==> src/rtl/util_fifo_sc_thresh.sv <==
// Single-clock FIFO with programmable almost flags, sticky error flags,
// synchronous flush and selectable standard / first-word-fall-through read.
`timescale 1ns/1ps
module util_fifo_sc_thresh #(
  parameter int    FIFO_DEPTH          = 256,
  parameter int    BYTE_WIDTH          = 1,
  parameter int    COUNT_WIDTH         = 9,
  parameter int    FWFT                = 1,
  parameter int    ALMOST_FULL_THRESH  = 240,
  parameter int    ALMOST_EMPTY_THRESH = 16,
  parameter int    DATA_ZERO           = 0,
  parameter int    ACK_ENA             = 1,
  parameter string RAM_TYPE            = "block"
) (
  input  logic                    clk,
  input  logic                    rst,
  input  logic                    flush,
  input  logic                    wr_en,
  input  logic [BYTE_WIDTH*8-1:0] wr_data,
  output logic                    wr_ack,
  output logic                    wr_full,
  output logic                    wr_almost_full,
  output logic                    overflow,
  input  logic                    rd_en,
  output logic [BYTE_WIDTH*8-1:0] rd_data,
  output logic                    rd_valid,
  output logic                    rd_empty,
  output logic                    rd_almost_empty,
  output logic                    underflow,
  output logic [COUNT_WIDTH-1:0]  data_count
);

  localparam int AW = $clog2(FIFO_DEPTH);
  localparam int DW = BYTE_WIDTH * 8;
  localparam int CW = COUNT_WIDTH;

  (* ram_style = RAM_TYPE *)
  logic [DW-1:0] mem [FIFO_DEPTH];

  logic [AW-1:0] wr_ptr_q, wr_ptr_d;
  logic [AW-1:0] rd_ptr_q, rd_ptr_d;
  logic [CW-1:0] count_q, count_d;
  logic [CW-1:0] ram_cnt;
  logic [DW-1:0] rdat_q, rdat_d;
  logic          rv_q, rv_d;
  logic          ack_q, ack_d;
  logic          ovf_q, ovf_d;
  logic          udf_q, udf_d;
  logic          af_q, af_d;
  logic          ae_q, ae_d;
  logic          full, acc_w, acc_r, ld;

  always_comb begin
    full  = (count_q == CW'(FIFO_DEPTH));
    acc_w = wr_en & ~full & ~flush;
    acc_r = 1'b0;
    ld    = 1'b0;
    ram_cnt = count_q;
    rv_d  = 1'b0;
    if (FWFT != 0) begin
      // the word in the output register is counted but no longer in RAM
      ram_cnt = count_q - CW'(rv_q);
      acc_r   = rd_en & rv_q & ~flush;
      ld      = (ram_cnt != '0) & (~rv_q | acc_r) & ~flush;
      rv_d    = ld | (rv_q & ~acc_r);
    end else begin
      acc_r = rd_en & (count_q != '0) & ~flush;
      ld    = acc_r;
      rv_d  = acc_r;
    end
    rdat_d   = ld ? mem[rd_ptr_q] : rdat_q;
    wr_ptr_d = wr_ptr_q + AW'(acc_w);
    rd_ptr_d = rd_ptr_q + AW'(ld);
    unique case ({acc_w, acc_r})
      2'b10:   count_d = count_q + CW'(1);
      2'b01:   count_d = count_q - CW'(1);
      default: count_d = count_q;
    endcase
    ack_d = (ACK_ENA != 0) & acc_w;
    ovf_d = ovf_q | (wr_en & full);
    udf_d = udf_q | (rd_en & ~acc_r);
    if (flush) begin
      wr_ptr_d = '0;
      rd_ptr_d = '0;
      count_d  = '0;
      rv_d     = 1'b0;
      ack_d    = 1'b0;
      ovf_d    = 1'b0;
      udf_d    = 1'b0;
    end
    af_d = (count_d >= CW'(ALMOST_FULL_THRESH));
    ae_d = (count_d <= CW'(ALMOST_EMPTY_THRESH));
  end

  always_ff @(posedge clk) begin
    if (acc_w) mem[wr_ptr_q] <= wr_data;
  end

  always_ff @(posedge clk or posedge rst) begin
    if (rst) begin
      wr_ptr_q <= '0;
      rd_ptr_q <= '0;
      count_q  <= '0;
      rdat_q   <= '0;
      rv_q     <= 1'b0;
      ack_q    <= 1'b0;
      ovf_q    <= 1'b0;
      udf_q    <= 1'b0;
      af_q     <= 1'b0;
      ae_q     <= 1'b1;
    end else begin
      wr_ptr_q <= wr_ptr_d;
      rd_ptr_q <= rd_ptr_d;
      count_q  <= count_d;
      rdat_q   <= rdat_d;
      rv_q     <= rv_d;
      ack_q    <= ack_d;
      ovf_q    <= ovf_d;
      udf_q    <= udf_d;
      af_q     <= af_d;
      ae_q     <= ae_d;
    end
  end

  assign wr_ack          = ack_q;
  assign wr_full         = full;
  assign wr_almost_full  = af_q;
  assign overflow        = ovf_q;
  assign rd_valid        = rv_q;
  assign rd_data         = ((DATA_ZERO != 0) && !rv_q) ? '0 : rdat_q;
  assign rd_empty        = (FWFT != 0) ? ~rv_q : (count_q == '0);
  assign rd_almost_empty = ae_q;
  assign underflow       = udf_q;
  assign data_count      = count_q;

endmodule

==> config.mk <==
export PLATFORM = sky130hd
export DESIGN_NAME = util_fifo_sc_thresh
export DESIGN_NICKNAME = d
export VERILOG_FILES = /design/src/rtl/util_fifo_sc_thresh.sv
export SDC_FILE = /design/constraint.sdc
export NUM_CORES = 2
export LEC_CHECK = 0
export ABC_CLOCK_PERIOD_IN_PS = 5800
export BUFFER_PORTS_ARGS = -buffer_cell sky130_fd_sc_hd__buf_2
export CORE_ASPECT_RATIO = 1.5
export CORE_MARGIN = 4
export CORE_UTILIZATION = 53
export CTS_CLUSTER_DIAMETER = 60
export DETAILED_ROUTE_END_ITERATION = 7
export PLACE_DENSITY_LB_ADDON = 0.15
export RECOVER_POWER = 100
export SLEW_MARGIN = 10
export SYNTH_ARGS = -nofsm -noshare
export SYNTH_HDL_FRONTEND = slang
export SYNTH_SLANG_ARGS = --single-unit
==> constraint.sdc <==
create_clock -name clk -period 5.8 [get_ports clk]
set_input_delay 1.16 -clock clk [delete_from_list [all_inputs] [get_ports clk]]
set_output_delay 1.16 -clock clk [all_outputs]
set_load 0.03 [all_outputs]
==> run summary <==
Sink Count: 2087
largest net degree at the start of global routing: 131
Syn Inst Count: 4145
final instance area: 0.0902 sq mm
Comb power frac: 14.0%
routed wire length: 206000 um
crit path DAT: 5.39 ns
H-tree depth: 4
Synth area leaders: edfxtp_1, mux4_2, mux2i_1
grt total ovfl: 0
Max Buffers Root-to-Sink: 3
Total GRT Usage: 25.7%
Yosys top cell by area: edfxtp_1
Die Ht: 490 um
P_sw: 0.00810 W
RePlAce Congestion: 0.881
DP Area: 0.0844 sq mm
Root Buffer: clkbuf_16
Setup crit start: data_count[5]$_DFF_PP0_
flops & latches, synth: 2087
clock network fraction of total power: 36.5%
critical path endpoint category: flip-flop
unrepaired setup endpoints after global routing: false
Reg clk slew, reported paths: 0.06 ns
initial antenna violation count: 4
HPWL Detailed: 125000 um
Syn Nets: 4166
most common cell in the netlist: edfxtp_1
CTS tree: built
ys flop type: edfxtp_1
vias in the first global route: 41500
Initial DRT Pass Iterations: 5
Syn Std Cell Area: 0.0821 sq mm
Yosys cell types: 63
failing checks: capacitance limit, slew limit
switching part of the total power: 24.0%
total of max-cap violations: 27
Final TNS setup: 0 ns
crit path capture: mem[141][1]$_DFFE_PP_
maximum fanout along the worst path: 13
Seq/Total Area, Yosys: 76.1%
area grow syn2layout: 9.84%
vias after detailed routing: 40700
sequential fraction of design power: 49.6%
WS Path Type: reg -> reg
reg-to-reg slack, setup: 0.77 ns
leading cell types by count after synthesis: edfxtp_1, mux4_2, mux2i_1, nor2_1, o221ai_1
min Tclk post-route: 5.03 ns
share of cells above drive strength 1: 16.5%
Final Cycle Share: 86.7%
LEAKAGE: 27.2 nW
chip width: 329 um
Yosys warning count: 0
First DRT Iteration DRCs: 4505
FMAX: 199 MHz
IO Port Bufs: 37
maximum vdd drop: 0.000332 V
global-route wire length before repair: 297000 um
final hold vios: 0
core area: 0.154 sq mm
routed len/inst: 32.2 um
Critical Path RT: 6.16 ns
total die area: 0.161 sq mm
reg2reg path depth: 8
Cell Int Power: 0.0257 W
Layout Nets: 4220
Clock Latency Late Sink: 0.83 ns
fraction of registers with async set/reset: 1.87%
Hold Path Class: reg -> reg
Core Util, Final: 58.7%
initial core utilization: 53.4%
slew margin rel.: -216%
RR Endpoint: mem[141][1]$_DFFE_PP_
pwr dens: 375 mW/mm^2
setup bufs post-CTS: 0
R2R Path Start: data_count[5]$_DFF_PP0_
I/O Pins: 38
Final ANT Viol Nets: 0
# rows: 176
CP startpoint kind: flip-flop
fin. max-slew vios: 1250
clk_skew: 0.0416 ns
residual DRC count: 0
Inserted Clock Buffers: 185
Yosys top cell area share: 74.9%
status: complete, but fails checks
hold_buf cts: 0
Final Setup Violations: 0
CTS resizes: 0
EDFF count, synth: 2048
Mean Syn Cell Area: 19.8 sq um
vias per cell: 6.36
Slew @ Worst Pin: 4.74 ns
[through the flow]
step	total power, W	setup slack, ns	instances	hold WS (ns)
after floorplan	0.0206	0.892	4145	0.552
after global placement	0.0218	1.09	6059	0.489
after detailed placement	0.0219	1.13	6059	0.488
after CTS	0.0340	1.40	6402	0.472
after global routing	0.0349	0.562	6403	0.530
final	0.0338	0.770	6403	0.503
[power groups by stage]
stage,clock network (W),registers (W),logic (W)
floorplan,0,0.0170,0.00357
global placement,0,0.0170,0.00478
detailed placement,0,0.0170,0.00481
CTS,0.0125,0.0167,0.00482
global route,0.0131,0.0167,0.00499
finish,0.0123,0.0167,0.00472
[layer usage]
metal  track usage (%)  routed length, um  vias to the layer above
met1              33.3              77400                    21500
met5                 0                  0                        -
met3              3.57              12600                      369
met4              10.8               9270                        0
met2              43.9             107000                     1592
li1                  -                  -                    17300
[worst max-delay path, cell delays in order (launching register included)]
cell      delay [ns]
dfrtp_1         0.49
nor4_1          0.32
clkbuf_1        0.21
and4_1          0.27
or3b_1          0.31
nor2_1          0.15
nand2_1         0.34
clkbuf_1        1.73
nor2_1          0.71
[cells by family after synthesis]
| family | Yosys count | synth area share, % |
|---|---|---|
| mux | 718 | 14.5 |
| compound gates | 477 | 4.10 |
| buf+inv | 271 | 1.99 |
| simple gates | 563 | 2.98 |
| flops | 2087 | 76.1 |
| fa+ha+maj | 8 | 0.122 |
| xor+xnor | 21 | 0.224 |
[cell type report]
class / instances / area [sq um]
flip-flops and latches: 2087 / 62500
clock buffers: 225 / 4940
multi-input cells: 1787 / 18000
inverters: 11 / 48.8
repair buffers: 127 / 1010
clock inverters: 118 / 1110
diodes: 1 / 2.50
fillers: 11300 / 63500
well taps: 2047 / 2560
[registers in the layout (all words and copies together) (netlist names)]
signal and cells:
mem 2048, data_count 9, rd_data 8, rd_ptr_q 8
wr_ptr_q 8, overflow 1, rd_almost_empty 1, rd_valid 1
underflow 1, wr_ack 1, wr_almost_full 1
[worst min-delay path by stage]
stage / end / start / slack [ns] / cells past startpoint
floorplan: wr_ptr_q[5]$_DFF_PP0_ / wr_ptr_q[5]$_DFF_PP0_ / 0.55 / 2
global placement: underflow$_DFF_PP0_ / underflow$_DFF_PP0_ / 0.49 / 2
detailed placement: underflow$_DFF_PP0_ / underflow$_DFF_PP0_ / 0.49 / 2
CTS: rd_data[6]$_DFFE_PP0P_ / rst / 0.47 / 3
global route: overflow$_DFF_PP0_ / overflow$_DFF_PP0_ / 0.53 / 2
finish: underflow$_DFF_PP0_ / underflow$_DFF_PP0_ / 0.50 / 2
[placed cells by master, fill, tap and decap left out, types with 13 or more instances in the layout]
cell / Yosys / final
nor3_1: 54 / 54
mux4_1: 13 / 13
o21ai_0: 33 / 33
mux2i_1: 344 / 344
edfxtp_1: 2048 / 2048
nand3_1: 23 / 23
a211oi_1: 25 / 25
o22ai_1: 81 / 81
a22oi_1: 13 / 13
buf_12: 5 / 20
clkinv_2: 0 / 36
a21oi_1: 106 / 106
o221ai_1: 149 / 149
clkbuf_1: 105 / 78
buf_4: 22 / 43
clkbuf_16: 0 / 190
nor2_1: 344 / 344
nor4_1: 16 / 16
dfrtp_1: 38 / 35
mux4_2: 359 / 359
nand2_1: 60 / 58
nor2b_1: 16 / 16
bufinv_16: 0 / 20
clkinv_1: 1 / 45
Note: power is estimated with default switching activity, not from simulation.
